==> src/rtl/irq_arbiter_if.sv <==
// Signal bundle between the interrupt arbiter, its external interrupt lines and the CPU core.
// The master modport drives interrupt lines, mask writes and ack/eoi; the slave modport is the arbiter.
interface irq_arbiter_if #(
    parameter int N_SRC = 8,
    parameter int ID_W  = 3
);
    logic [N_SRC-1:0] EX_irq;
    logic             Mask_we;
    logic [N_SRC-1:0] Mask_wdata;
    logic             INT_ack;
    logic             INT_eoi;
    logic             INT_irq;
    logic [31:0]      INT_Vector;
    logic [ID_W-1:0]  INT_id;
    logic [N_SRC-1:0] Pending;
    logic [N_SRC-1:0] Mask;
    logic             In_service;

    modport master (
        output EX_irq, Mask_we, Mask_wdata, INT_ack, INT_eoi,
        input  INT_irq, INT_Vector, INT_id, Pending, Mask, In_service
    );

    modport slave (
        input  EX_irq, Mask_we, Mask_wdata, INT_ack, INT_eoi,
        output INT_irq, INT_Vector, INT_id, Pending, Mask, In_service
    );
endinterface

==> src/rtl/irq_arbiter.sv <==
// Fixed-priority interrupt arbiter: synchronises and edge-detects external lines, latches pending
// events, and sequences one request/acknowledge/end-of-interrupt round at a time without nesting.
module irq_arbiter #(
    parameter int          N_SRC      = 8,
    parameter int          ID_W       = 3,
    parameter logic [31:0] VEC_BASE   = 32'h0000_0020,
    parameter int          VEC_STRIDE = 4
) (
    input  logic         clk,
    input  logic         Rst,
    irq_arbiter_if.slave bus
);
    typedef enum logic [1:0] {
        IDLE    = 2'd0,
        REQ     = 2'd1,
        SERVICE = 2'd2
    } state_t;

    state_t           state_q, state_d;
    logic [N_SRC-1:0] s1_q, s2_q, s3_q;
    logic [N_SRC-1:0] rise;
    logic [N_SRC-1:0] pend_q, pend_d;
    logic [N_SRC-1:0] mask_q, mask_d;
    logic [N_SRC-1:0] elig;
    logic [N_SRC-1:0] clr;
    logic [ID_W-1:0]  id_q, id_d;
    logic [ID_W-1:0]  winner;
    logic             winner_vld;
    logic [31:0]      vec_q, vec_d;

    // A fresh rise always wins over an ack clear of the same bit, so no event is lost.
    for (genvar gi = 0; gi < N_SRC; gi++) begin : g_bit
        assign rise[gi]   = s2_q[gi] & ~s3_q[gi];
        assign pend_d[gi] = rise[gi] | (pend_q[gi] & ~clr[gi]);
    end

    assign elig   = pend_q & ~mask_q;
    assign mask_d = bus.Mask_we ? bus.Mask_wdata : mask_q;

    always_comb begin
        winner     = '0;
        winner_vld = |elig;
        for (int i = N_SRC - 1; i >= 0; i--) begin
            if (elig[i]) begin
                winner = ID_W'(i);
            end
        end
    end

    always_comb begin
        state_d = state_q;
        id_d    = id_q;
        vec_d   = vec_q;
        clr     = '0;
        case (state_q)
            IDLE: begin
                if (winner_vld) begin
                    id_d    = winner;
                    vec_d   = VEC_BASE + 32'(winner) * 32'(VEC_STRIDE);
                    state_d = REQ;
                end
            end
            REQ: begin
                // Ack beats withdrawal when both happen in the same cycle.
                if (bus.INT_ack) begin
                    clr[id_q] = 1'b1;
                    state_d   = SERVICE;
                end else if (!(pend_q[id_q] & ~mask_q[id_q])) begin
                    state_d = IDLE;
                end
            end
            SERVICE: begin
                if (bus.INT_eoi) begin
                    state_d = IDLE;
                end
            end
            default: state_d = IDLE;
        endcase
    end

    always_ff @(posedge clk or posedge Rst) begin
        if (Rst) begin
            state_q <= IDLE;
            s1_q    <= '0;
            s2_q    <= '0;
            s3_q    <= '0;
            pend_q  <= '0;
            mask_q  <= '0;
            id_q    <= '0;
            vec_q   <= VEC_BASE;
        end else begin
            state_q <= state_d;
            s1_q    <= bus.EX_irq;
            s2_q    <= s1_q;
            s3_q    <= s2_q;
            pend_q  <= pend_d;
            mask_q  <= mask_d;
            id_q    <= id_d;
            vec_q   <= vec_d;
        end
    end

    assign bus.INT_irq    = (state_q == REQ);
    assign bus.In_service = (state_q == SERVICE);
    assign bus.INT_id     = id_q;
    assign bus.INT_Vector = vec_q;
    assign bus.Pending    = pend_q;
    assign bus.Mask       = mask_q;
endmodule

==> src/flat_wrapper.sv <==
// flat-port wrapper written by rule: the top's interface ports become plain ports
module irq_arbiter_flat 
#(
    parameter int          N_SRC      = 8,
    parameter int          ID_W       = 3,
    parameter logic [31:0] VEC_BASE   = 32'h0000_0020,
    parameter int          VEC_STRIDE = 4
)
  (clk, Rst, bus_EX_irq, bus_Mask_we, bus_Mask_wdata, bus_INT_ack, bus_INT_eoi, bus_INT_irq, bus_INT_Vector, bus_INT_id, bus_Pending, bus_Mask, bus_In_service);
  irq_arbiter_if #(.N_SRC(N_SRC), .ID_W(ID_W)) bus_i ();
  input  logic clk;
  input  logic Rst;
  input wire logic [$bits(bus_i.EX_irq)-1:0] bus_EX_irq;
  input wire logic [$bits(bus_i.Mask_we)-1:0] bus_Mask_we;
  input wire logic [$bits(bus_i.Mask_wdata)-1:0] bus_Mask_wdata;
  input wire logic [$bits(bus_i.INT_ack)-1:0] bus_INT_ack;
  input wire logic [$bits(bus_i.INT_eoi)-1:0] bus_INT_eoi;
  output wire logic [$bits(bus_i.INT_irq)-1:0] bus_INT_irq;
  output wire logic [$bits(bus_i.INT_Vector)-1:0] bus_INT_Vector;
  output wire logic [$bits(bus_i.INT_id)-1:0] bus_INT_id;
  output wire logic [$bits(bus_i.Pending)-1:0] bus_Pending;
  output wire logic [$bits(bus_i.Mask)-1:0] bus_Mask;
  output wire logic [$bits(bus_i.In_service)-1:0] bus_In_service;
  assign bus_i.EX_irq = bus_EX_irq;
  assign bus_i.Mask_we = bus_Mask_we;
  assign bus_i.Mask_wdata = bus_Mask_wdata;
  assign bus_i.INT_ack = bus_INT_ack;
  assign bus_i.INT_eoi = bus_INT_eoi;
  assign bus_INT_irq = bus_i.INT_irq;
  assign bus_INT_Vector = bus_i.INT_Vector;
  assign bus_INT_id = bus_i.INT_id;
  assign bus_Pending = bus_i.Pending;
  assign bus_Mask = bus_i.Mask;
  assign bus_In_service = bus_i.In_service;
  irq_arbiter #(.N_SRC(N_SRC), .ID_W(ID_W), .VEC_BASE(VEC_BASE), .VEC_STRIDE(VEC_STRIDE)) u_core (.clk(clk), .Rst(Rst), .bus(bus_i));
endmodule
==> config.mk <==
export PLATFORM = sky130hd
export DESIGN_NAME = irq_arbiter_flat
export DESIGN_NICKNAME = d
export VERILOG_FILES = /design/src/rtl/irq_arbiter_if.sv /design/src/rtl/irq_arbiter.sv /design/src/flat_wrapper.sv
export SDC_FILE = /design/constraint.sdc
export NUM_CORES = 1
export LEC_CHECK = 0
export BUFFER_PORTS_ARGS = -buffer_cell sky130_fd_sc_hd__buf_2
export CAP_MARGIN = 15
export CORE_MARGIN = 2
export CORE_UTILIZATION = 42
export DETAILED_ROUTE_END_ITERATION = 16
export PLACE_DENSITY_LB_ADDON = 0.15
export SYNTH_ARGS = -nofsm -noshare
export SYNTH_HDL_FRONTEND = slang
export SYNTH_SLANG_ARGS = --single-unit
==> constraint.sdc <==
create_clock -name clk -period 2.1 [get_ports clk]
set_clock_uncertainty 0.1 [all_clocks]
set_input_delay 0.105 -clock clk [delete_from_list [all_inputs] [get_ports clk]]
set_output_delay 0.105 -clock clk [all_outputs]
set_load 0.02 [all_outputs]
After elaboration in Yosys (flattened, before gate mapping)
Cells that the tools add are included.
{"block": "totals", "mem_bits_rw": 0, "mem_bits_ro": 0, "ff_bits": 77, "n_memories": 0, "latch_bits": 0, "output_inout_bits": 53, "inputBits": 21}
{"block": "op_classes", "reduce_logical": 5, "addsub": 1, "order_cmp": 2, "div_mod_pow": 0, "bitwise": 44, "n_mux": 21, "shifts": 0, "n_eq_ne": 5, "multipliers": 0}
{"operator": "3-bit 2-to-1 mux", "count": 8}
{"operator": "1-bit AND", "count": 17}
{"operator": "1-bit inverter", "count": 17}
{"operator": "8-bit 2-to-1 mux", "count": 2}
{"operator": "8-bit AND", "count": 1}
{"operator": "2-bit 2-to-1 mux", "count": 4}
{"operator": "8-bit inverter", "count": 1}
{"operator": "1-bit bitwise OR", "count": 8}
{"operator": "8-bit OR reduction", "count": 1}
{"operator": "6-bit by 5-bit adder with 7-bit output (first input constant)", "count": 1}
{"operator": "1-bit binary-select mux with 3-bit select", "count": 2}
{"operator": "2-bit one-hot mux with 3 select lines", "count": 1}
{"operator": "3-bit by 4-bit < comparator with 1-bit output (second input constant)", "count": 1}
{"operator": "1-bit demux with 3-bit select", "count": 1}
{"operator": "3-bit by 1-bit >= comparator with 1-bit output (second input constant)", "count": 1}
{"operator": "1-bit 2-to-1 mux", "count": 3}
{"operator": "3-bit != test (second input constant)", "count": 1}
{"operator": "3-bit AND reduction", "count": 1}
{"operator": "2-bit by 1-bit equality test with 1-bit output (second input constant)", "count": 1}
{"operator": "2-bit equality test (second input constant)", "count": 1}
{"operator": "2-bit zero test", "count": 1}
{"operator": "2-bit by 1-bit != test with 1-bit output (second input constant)", "count": 1}
{"operator": "2-bit != test (second input constant)", "count": 1}
{"operator": "2-bit AND reduction", "count": 1}
{"operator": "1-bit logical AND", "count": 1}

Logic depth before layout (Yosys ltp)
Gate-level depths: netlist (run 1).
{"block": "depth", "depth_word": 11, "mapped_depth": 6, "ltp_nobuf": 5}

Worst setup path before layout (run 1)
OpenSTA, ideal clock, no wires.
{"block": "synth_path", "path_type": "reg-to-reg", "startpoint": "register u_core.id_q[1] (netlist: u_core.bus.INT_id[1])", "endpoint": "register u_core.state_q[0]", "n_path_buf": 1, "setup_ns": 0.125, "t_arrival_ns": 1.369, "stages_incl_launch_ff": 6, "setup_slack_ns": 0.507, "synth_period_minus_slack_ns": 1.593, "cell_sequence": "dfrtp_1 buf_6 mux2i_1 mux4_2 o2111ai_1 nand2_1"}
{"block": "synth_between", "elab_chain_cells": 6, "word_cells_on_any_way": 8}
{"item": "from (decl)", "line": "irq_arbiter.sv:26", "text": "logic [ID_W-1:0] id_q, id_d;"}
{"item": "from (signal assigned)", "line": "irq_arbiter.sv:98", "text": "id_q <= id_d;"}
{"item": "1-bit binary-select mux with 3-bit select", "line": "irq_arbiter.sv:68", "text": "end else if (!(pend_q[id_q] & ~mask_q[id_q])) begin"}
{"item": "1-bit 2-to-1 mux (not written as such)", "line": "irq_arbiter.sv:68"}
{"item": "1-bit inverter", "line": "irq_arbiter.sv:68"}
{"item": "1-bit AND *", "line": "irq_arbiter.sv:68"}
{"item": "3-bit != test (no source line) *"}
{"item": "3-bit AND reduction (no source line) *"}
{"item": "to (signal assigned)", "line": "irq_arbiter.sv:92", "text": "state_q <= state_d;"}
{"item": "to (decl)", "line": "irq_arbiter.sv:19", "text": "state_t state_q, state_d;"}
Every way passes the cells marked *; elsewhere a longest branch is shown, timed or not. The select of a mux whose other input is x is not followed.
A chain may end at the register's enable or synchronous reset.

Worst setup path in the final report (run 1)
Same ends and word-level chain as after synthesis.

==> results.md, run 1 <==
* DR WL/cell at 12.7 µm
* Leak at 1.15 nW
* Final Setup Violations at 0
* Final period util at 79.6%
* Synth area leaders: dfrtp_1 57%, buf_4 12%, mux2_2 5.2%, o21ai_0 4.6%, inv_1 2.3%
* First-pass GRT wire length at 6040 µm
* CP startpoint kind: flip-flop
* FP Rows at 24
* Slew margin rel. at 45.2%
* Die width at 72.3 µm
* Pwr Density at 1120 mW/mm²
* Initial antenna violation count at 0
* Initial drt markers at 103
* Worst min path class: input pin to flip-flop
* H-tree levels at 2
* Commonest non-fill, non-tap cell in the layout: dfrtp_1
* CP cell instances: mux2i_1, mux4_2, o2111ai_1, nand2_1
* Power share of the combinational group at 31.5%
* Post-DP HPWL at 2690 µm
* Total power at 2.70 mW
* Share of the synthesized area in the top cell type at 57.4%
* Fmax achieved at 0.599 GHz
* Buf/Inv on CP at 0
* Root Driver: clkbuf_8
* Synth warn at 0
* CTS Buf Count at 5
* Setup TNS Final at 0 ps
* GRT Total Usage at 15.2%
* CTS Hold Bufs at 19
* Layout Area Growth over Synthesis at 22.7%
* Starting Density at 44.4%
* Drt drc at 0
* Slowest cell on the critical path: dfrtp_1
* Reg area at 0.00113 mm²
* Pins over their slew limit at 0
* Tmin final at 1670 ps
* RSZ-0062 raised after global routing: false
* Global route total overflow at 0
* Post-synth EDFFs at 0
* CP Max Fanout at 14
* Port bufs at 44
* Largest area contributor in the netlist: dfrtp_1
* Clock transition at the registers of the reported paths at 90 ps
* DR vias/cell at 4.68
* Final Hold Viols at 0
* Clock latency at the later pin of the worst-skew pair at 300 ps
* Number of clock sinks at 45
* Max Cap Viol at 0
* Total number of vias at 1363
* Post-synthesis async set-or-reset flop share at 100%
* #FFs+latches synth at 45
* Multi-input combinational cell area at 626 µm²
* Largest stage delay, worst path at 630 ps
* Post-CTS sizing at 0
* Internal power at 1.71 mW
* Distinct cells, synth at 29
* Worst Max-Slew Pin Slew at 817 ps
* Psw at 993 µW
* Clock power share at 24.9%
* Register area share after synthesis at 57.4%
* Share of cells above drive strength 1 at 27.2%
* Die Span Y at 72.3 µm
* Worst endpoint data arrival time at 1760 ps
* Clock Tree Buf Depth at 2
* Crit path max-delay family: multiplexers
* Status: finished, final reports clean
* Routed WL at 3680 µm
* Fillcell total at 388
* Synth Instances at 175
* Mapped Area at 0.00196 mm²
* Synthesized area per cell at 11.2 µm²
* Post-CTS Setup Bufs at 0
* Final ANT Viol Nets at 0
* Most frequent cells in the layout: 45 x dfrtp_1, 44 x buf_2, 29 x conb_1, 19 x dlygate4sd3_1, 18 x o21ai_0
* Full die area at 0.00523 mm²
* Sw frac at 36.7%
* Synth Flop Type: dfrtp_1
* Number of global-route vias before repair at 1368
* Nets at 259
* Flop pwr share at 43.6%
* Gpl congestion at 0.797
* Post-layout util at 54.5%
* Maximum number of pins on one net before global-route repair at 25
* Worst path required time at 2190 ps
* N_diodes at 0
* Setup Crit Path Kind: flip-flop to flip-flop
* Area after DPL at 0.00210 mm²
* Drt pass-1 iters at 4
* CTS tree: done
* Design Area, Final at 0.00241 mm²
* Peak supply drop at 0.545 mV
* Core Region at 0.00441 mm²
* Boundary pin count at 74
* Setup crit end kind: flip-flop
cells in the mapped netlist, types with 3 or more instances:
library cell,number
inv_1,12
a21oi_1,8
mux2i_1,3
nand2b_1,6
o21ai_0,18
nor2b_1,6
buf_4,32
nor2_1,4
mux2_2,9
dfrtp_1,45
nand2_1,10
cells by family (layout without fill, tap and decap cells):
kind of cell / count (synthesis) / in the layout / share of synthesized area, %
AOI/OAI and AO/OA: 34 / 34 / 9.64
buffers and inverters: 48 / 85 / 15.8
and+or+nand+nor: 33 / 33 / 8.87
DFF: 45 / 45 / 57.4
other: 2 / 29 / 0.383
muxes: 13 / 13 / 7.85
final timing paths:
kind | startpoint | end | slack, ps | cells after the start
worst max-delay path | u_core.bus.INT_id[1]$_DFFE_PP0P_ | u_core.state_q[0]$_DFFE_PP0P_ | 430 | 4
worst min-delay path | bus_INT_ack | u_core.state_q[0]$_DFFE_PP0P_ | 30 | 4
worst max register to register | u_core.bus.INT_id[1]$_DFFE_PP0P_ | u_core.state_q[0]$_DFFE_PP0P_ | 430 | 4
worst min register to register | u_core.s1_q[2]$_DFF_PP0_ | u_core.s2_q[2]$_DFF_PP0_ | 250 | 0
max in group asynchronous | Rst | u_core.bus.Mask[3]$_DFFE_PP0P_ | 1000 | 4
min in group asynchronous | Rst | u_core.state_q[1]$_DFFE_PP0P_ | 290 | 3
metrics by stage:
stage / cells / hold slack (ps) / worst slack (ps)
final: 291 / 34.0 / 429
after global routing: 291 / 42.9 / 385
after CTS: 291 / 21.2 / 433
after detailed placement: 264 / 108 / 452
after global placement: 264 / 81.7 / 454
after floorplan: 202 / 36.4 / 507
registers in the layout, indices dropped and copies added (netlist names):
signal / flops
u_core.s1_q: 8
u_core.bus.INT_id: 3
u_core.bus.Pending: 8
u_core.s2_q: 8
u_core.bus.Mask: 8
u_core.state_q: 2
u_core.s3_q: 8
layout make-up:
cell class	instances	share of cell area [%]
Clock buffer	5	2.86
Inverter	12	1.87
Clock inverter	3	2.08
Multi-Input combinational cell	109	26.0
Tap cell	52	2.70
Timing Repair Buffer	65	17.7
Sequential cell	45	46.8
per-layer routing:
metal  wire, µm  vias to the layer above  part of all wire (%)  global-route usage [%]
met5          0                        -                     0                       0
met4         44                        0                   1.2                    6.29
met3        253                        7                   6.9                    3.75
met2       1860                       65                    50                    27.2
met1       1530                      650                    41                    17.1
li1           -                      641                     -                       -
worst register-to-register path: cells and delay by family, from the launching register on:
kind | cells | cell delay [ps]
AOI/OAI and AO/OA | 1 | 120
DFF | 1 | 630
muxes | 2 | 640
and+or+nand+nor | 1 | 80
power groups by stage:
stage	logic [mW]	clock network, mW	registers, mW
global route	0.923	0.723	1.20
finish	0.851	0.672	1.18
floorplan	0.639	0	1.20
detailed placement	0.809	0	1.19
global placement	0.800	0	1.19
CTS	0.851	0.697	1.18
No activity file was read; power rests on OpenSTA's default activity.
==> run 2, diff against run 1 <==
- clock period: 2.1 -> 1.39 ns (I/O delays scaled with it)
==> results.md, run 2 (same netlist as run 1, synthesis figures left out) <==
* H-tree levels at 2 (unchanged)
* Final Hold Viols at 0 (unchanged)
* Total number of vias at 1483 (+8.8%)
* Setup Crit Path Kind: flip-flop to flip-flop
* N_diodes at 0 (unchanged)
* Area after DPL at 0.00235 mm² (+12%)
* CP Max Fanout at 2 (-12)
* Initial drt markers at 90 (-13%)
* Final Worst Setup Slack at -125 ps (-555 ps)
* Final Hold Slack at 11.2 ps (-22.8 ps)
* DR vias/cell at 4.56 (-2.6%)
* Pins over their slew limit at 0 (unchanged)
* Boundary pin count at 74 (unchanged)
* Pre-CTS setup slack at -102 ps (-554 ps)
* Flop pwr share at 34.5% (-9.1 points)
* Drt pass-1 iters at 4 (unchanged)
* Tmin final at 1520 ps (-155 ps)
* Violated checks: negative setup slack
* Peak supply drop at 0.818 mV (+50%)
* Port bufs at 44 (unchanged)
* Nets at 293 (+13%)
* Worst min path class: input pin to flip-flop
* Clock Tree Buf Depth at 2 (unchanged)
* Share of cells above drive strength 1 at 46.9% (+20 points)
* Worst endpoint data arrival time at 1600 ps (-160 ps)
* GRT Total Usage at 16.9% (+1.8 points)
* Commonest non-fill, non-tap cell in the layout: buf_2
* Final ANT Viol Nets at 0 (unchanged)
* Leak at 1.36 nW (+18%)
* Worst path required time at 1480 ps (-710 ps)
* CP startpoint kind: flip-flop
* Pwr Density at 1730 mW/mm² (+54%)
* Slowest cell on the critical path: dfrtp_2
* CTS tree: done
* Max Cap Viol at 0 (unchanged)
* Die width at 72.3 µm (unchanged)
* Die Span Y at 72.3 µm (unchanged)
* Full die area at 0.00523 mm² (unchanged)
* Final period util at 109% (+29 points)
* Clock transition at the registers of the reported paths at 80 ps (about the same)
* Clock latency at the later pin of the worst-skew pair at 300 ps (about the same)
* CP cell instances: nor2b_4, a21oi_2, nand2_2, o21ai_2, mux2_4
* Routed WL at 4240 µm (+15%)
* Status: finished, violations left
* Largest stage delay, worst path at 410 ps (-220 ps)
* Starting Density at 44.4% (unchanged)
* First-pass GRT wire length at 6690 µm (+11%)
* FP Rows at 24 (unchanged)
* Most frequent cells in the layout: 43 x buf_2, 38 x dfrtp_1, 36 x buf_4, 29 x conb_1, 19 x dlygate4sd3_1
* DR WL/cell at 13.0 µm (+3.1%)
* Clock power share at 20.2% (-4.7 points)
* Number of clock sinks at 45 (unchanged)
* Total power at 4.84 mW (+79%)
* Initial antenna violation count at 0 (unchanged)
* Layout Area Growth over Synthesis at 42.8%
* Psw at 1.74 mW (+75%)
* Internal power at 3.10 mW (+81%)
* Fmax achieved at 0.660 GHz (+10%)
* Final Setup Violations at 4 (+4)
* CTS Buf Count at 5 (unchanged)
* Root Driver: clkbuf_8
* Buf/Inv on CP at 0 (unchanged)
* Post-DP HPWL at 3000 µm (+12%)
* Crit path max-delay family: flip-flops
* Setup crit end kind: flip-flop
* Sw frac at 35.9% (-0.84 points)
* Drt drc at 0 (unchanged)
* Number of global-route vias before repair at 1470 (+7.5%)
* Power share of the combinational group at 45.2% (+14 points)
* Core Region at 0.00441 mm² (unchanged)
* Gpl congestion at 0.971 (+22%)
* Design Area, Final at 0.00280 mm² (+16%)
* RSZ-0062 raised after global routing: true
* Maximum number of pins on one net before global-route repair at 46 (+84%)
* Global route total overflow at 0 (unchanged)
[run 2: cell count changes in the layout (fill, tap and decap cells not counted), sizes merged]
cell    before  now
buf         46   80
clkbuf       5    6
inv         12   11
[run 2: stage by stage]
stage	utilization, %	setup TNS (ps)	std cells
final	63.4	-296	325
after global routing	63.4	-538	325
after CTS	61.2	-230	320
after detailed placement	53.1	-292	291
after global placement	53.1	-160	291
after floorplan	-	-319	202
[run 2: layout make-up]
class | instances | area [µm²]
fillers | 354 | 1610
clock inverters | 2 | 38.8
repair buffers | 99 | 696
well taps | 52 | 65.1
multi-input cells | 109 | 748
clock buffers | 6 | 72.6
inverters | 12 | 45.0
flip-flops and latches | 45 | 1130
[run 2: final timing paths]
path | cells past startpoint | from | slack, ps | endpoint
hold reg to reg | 0 | u_core.s1_q[3]$_DFF_PP0_ | 250 | u_core.s2_q[3]$_DFF_PP0_
setup reg to reg | 5 | u_core.bus.Pending[6]$_DFF_PP0_ | -130 | u_core.bus.INT_id[0]$_DFFE_PP0P_
max in group asynchronous | 4 | Rst | 720 | u_core.bus.Pending[6]$_DFF_PP0_
min in group asynchronous | 4 | Rst | 240 | u_core.s1_q[3]$_DFF_PP0_
hold / removal | 2 | bus_Mask_we | 10 | u_core.bus.Mask[0]$_DFFE_PP0P_
setup / recovery | 5 | u_core.bus.Pending[6]$_DFF_PP0_ | -130 | u_core.bus.INT_id[0]$_DFFE_PP0P_
[run 2: repair_timing]
item,in CTS,in global routing
hold buffers,19,0
resized for setup,10,21
endpoints found under the hold margin,63,0
pin swaps,4,7
buffers inserted,2,5
gates cloned,0,0
endpoints found under the setup margin,4,12
[run 2: worst register-to-register path, delay by kind of cell, from the launching register on]
family             cells  cell delay [ps]
DFF                    1              410
AOI/OAI and AO/OA      2              350
muxes                  1              310
and+or+nand+nor        2              230
[run 2: per-layer routing]
metal,wire (µm),vias up,track usage [%]
met4,46,0,6.50
met1,1730,704,19.6
met5,0,-,0
met3,292,5,4.44
li1,-,707,-
met2,2170,67,29.9
[run 2: power by group through the flow]
| stage | Combinational (mW) | Sequential [mW] | Clock, mW |
|---|---|---|---|
| 5_1_grt | 2.34 | 1.70 | 1.06 |
| 3_5_place_dp | 1.84 | 1.69 | 0 |
| 3_3_place_gp | 1.80 | 1.68 | 0 |
| 4_1_cts | 1.97 | 1.67 | 1.00 |
| 2_1_floorplan | 1.02 | 1.83 | 0 |
| 6_report | 2.19 | 1.67 | 0.979 |
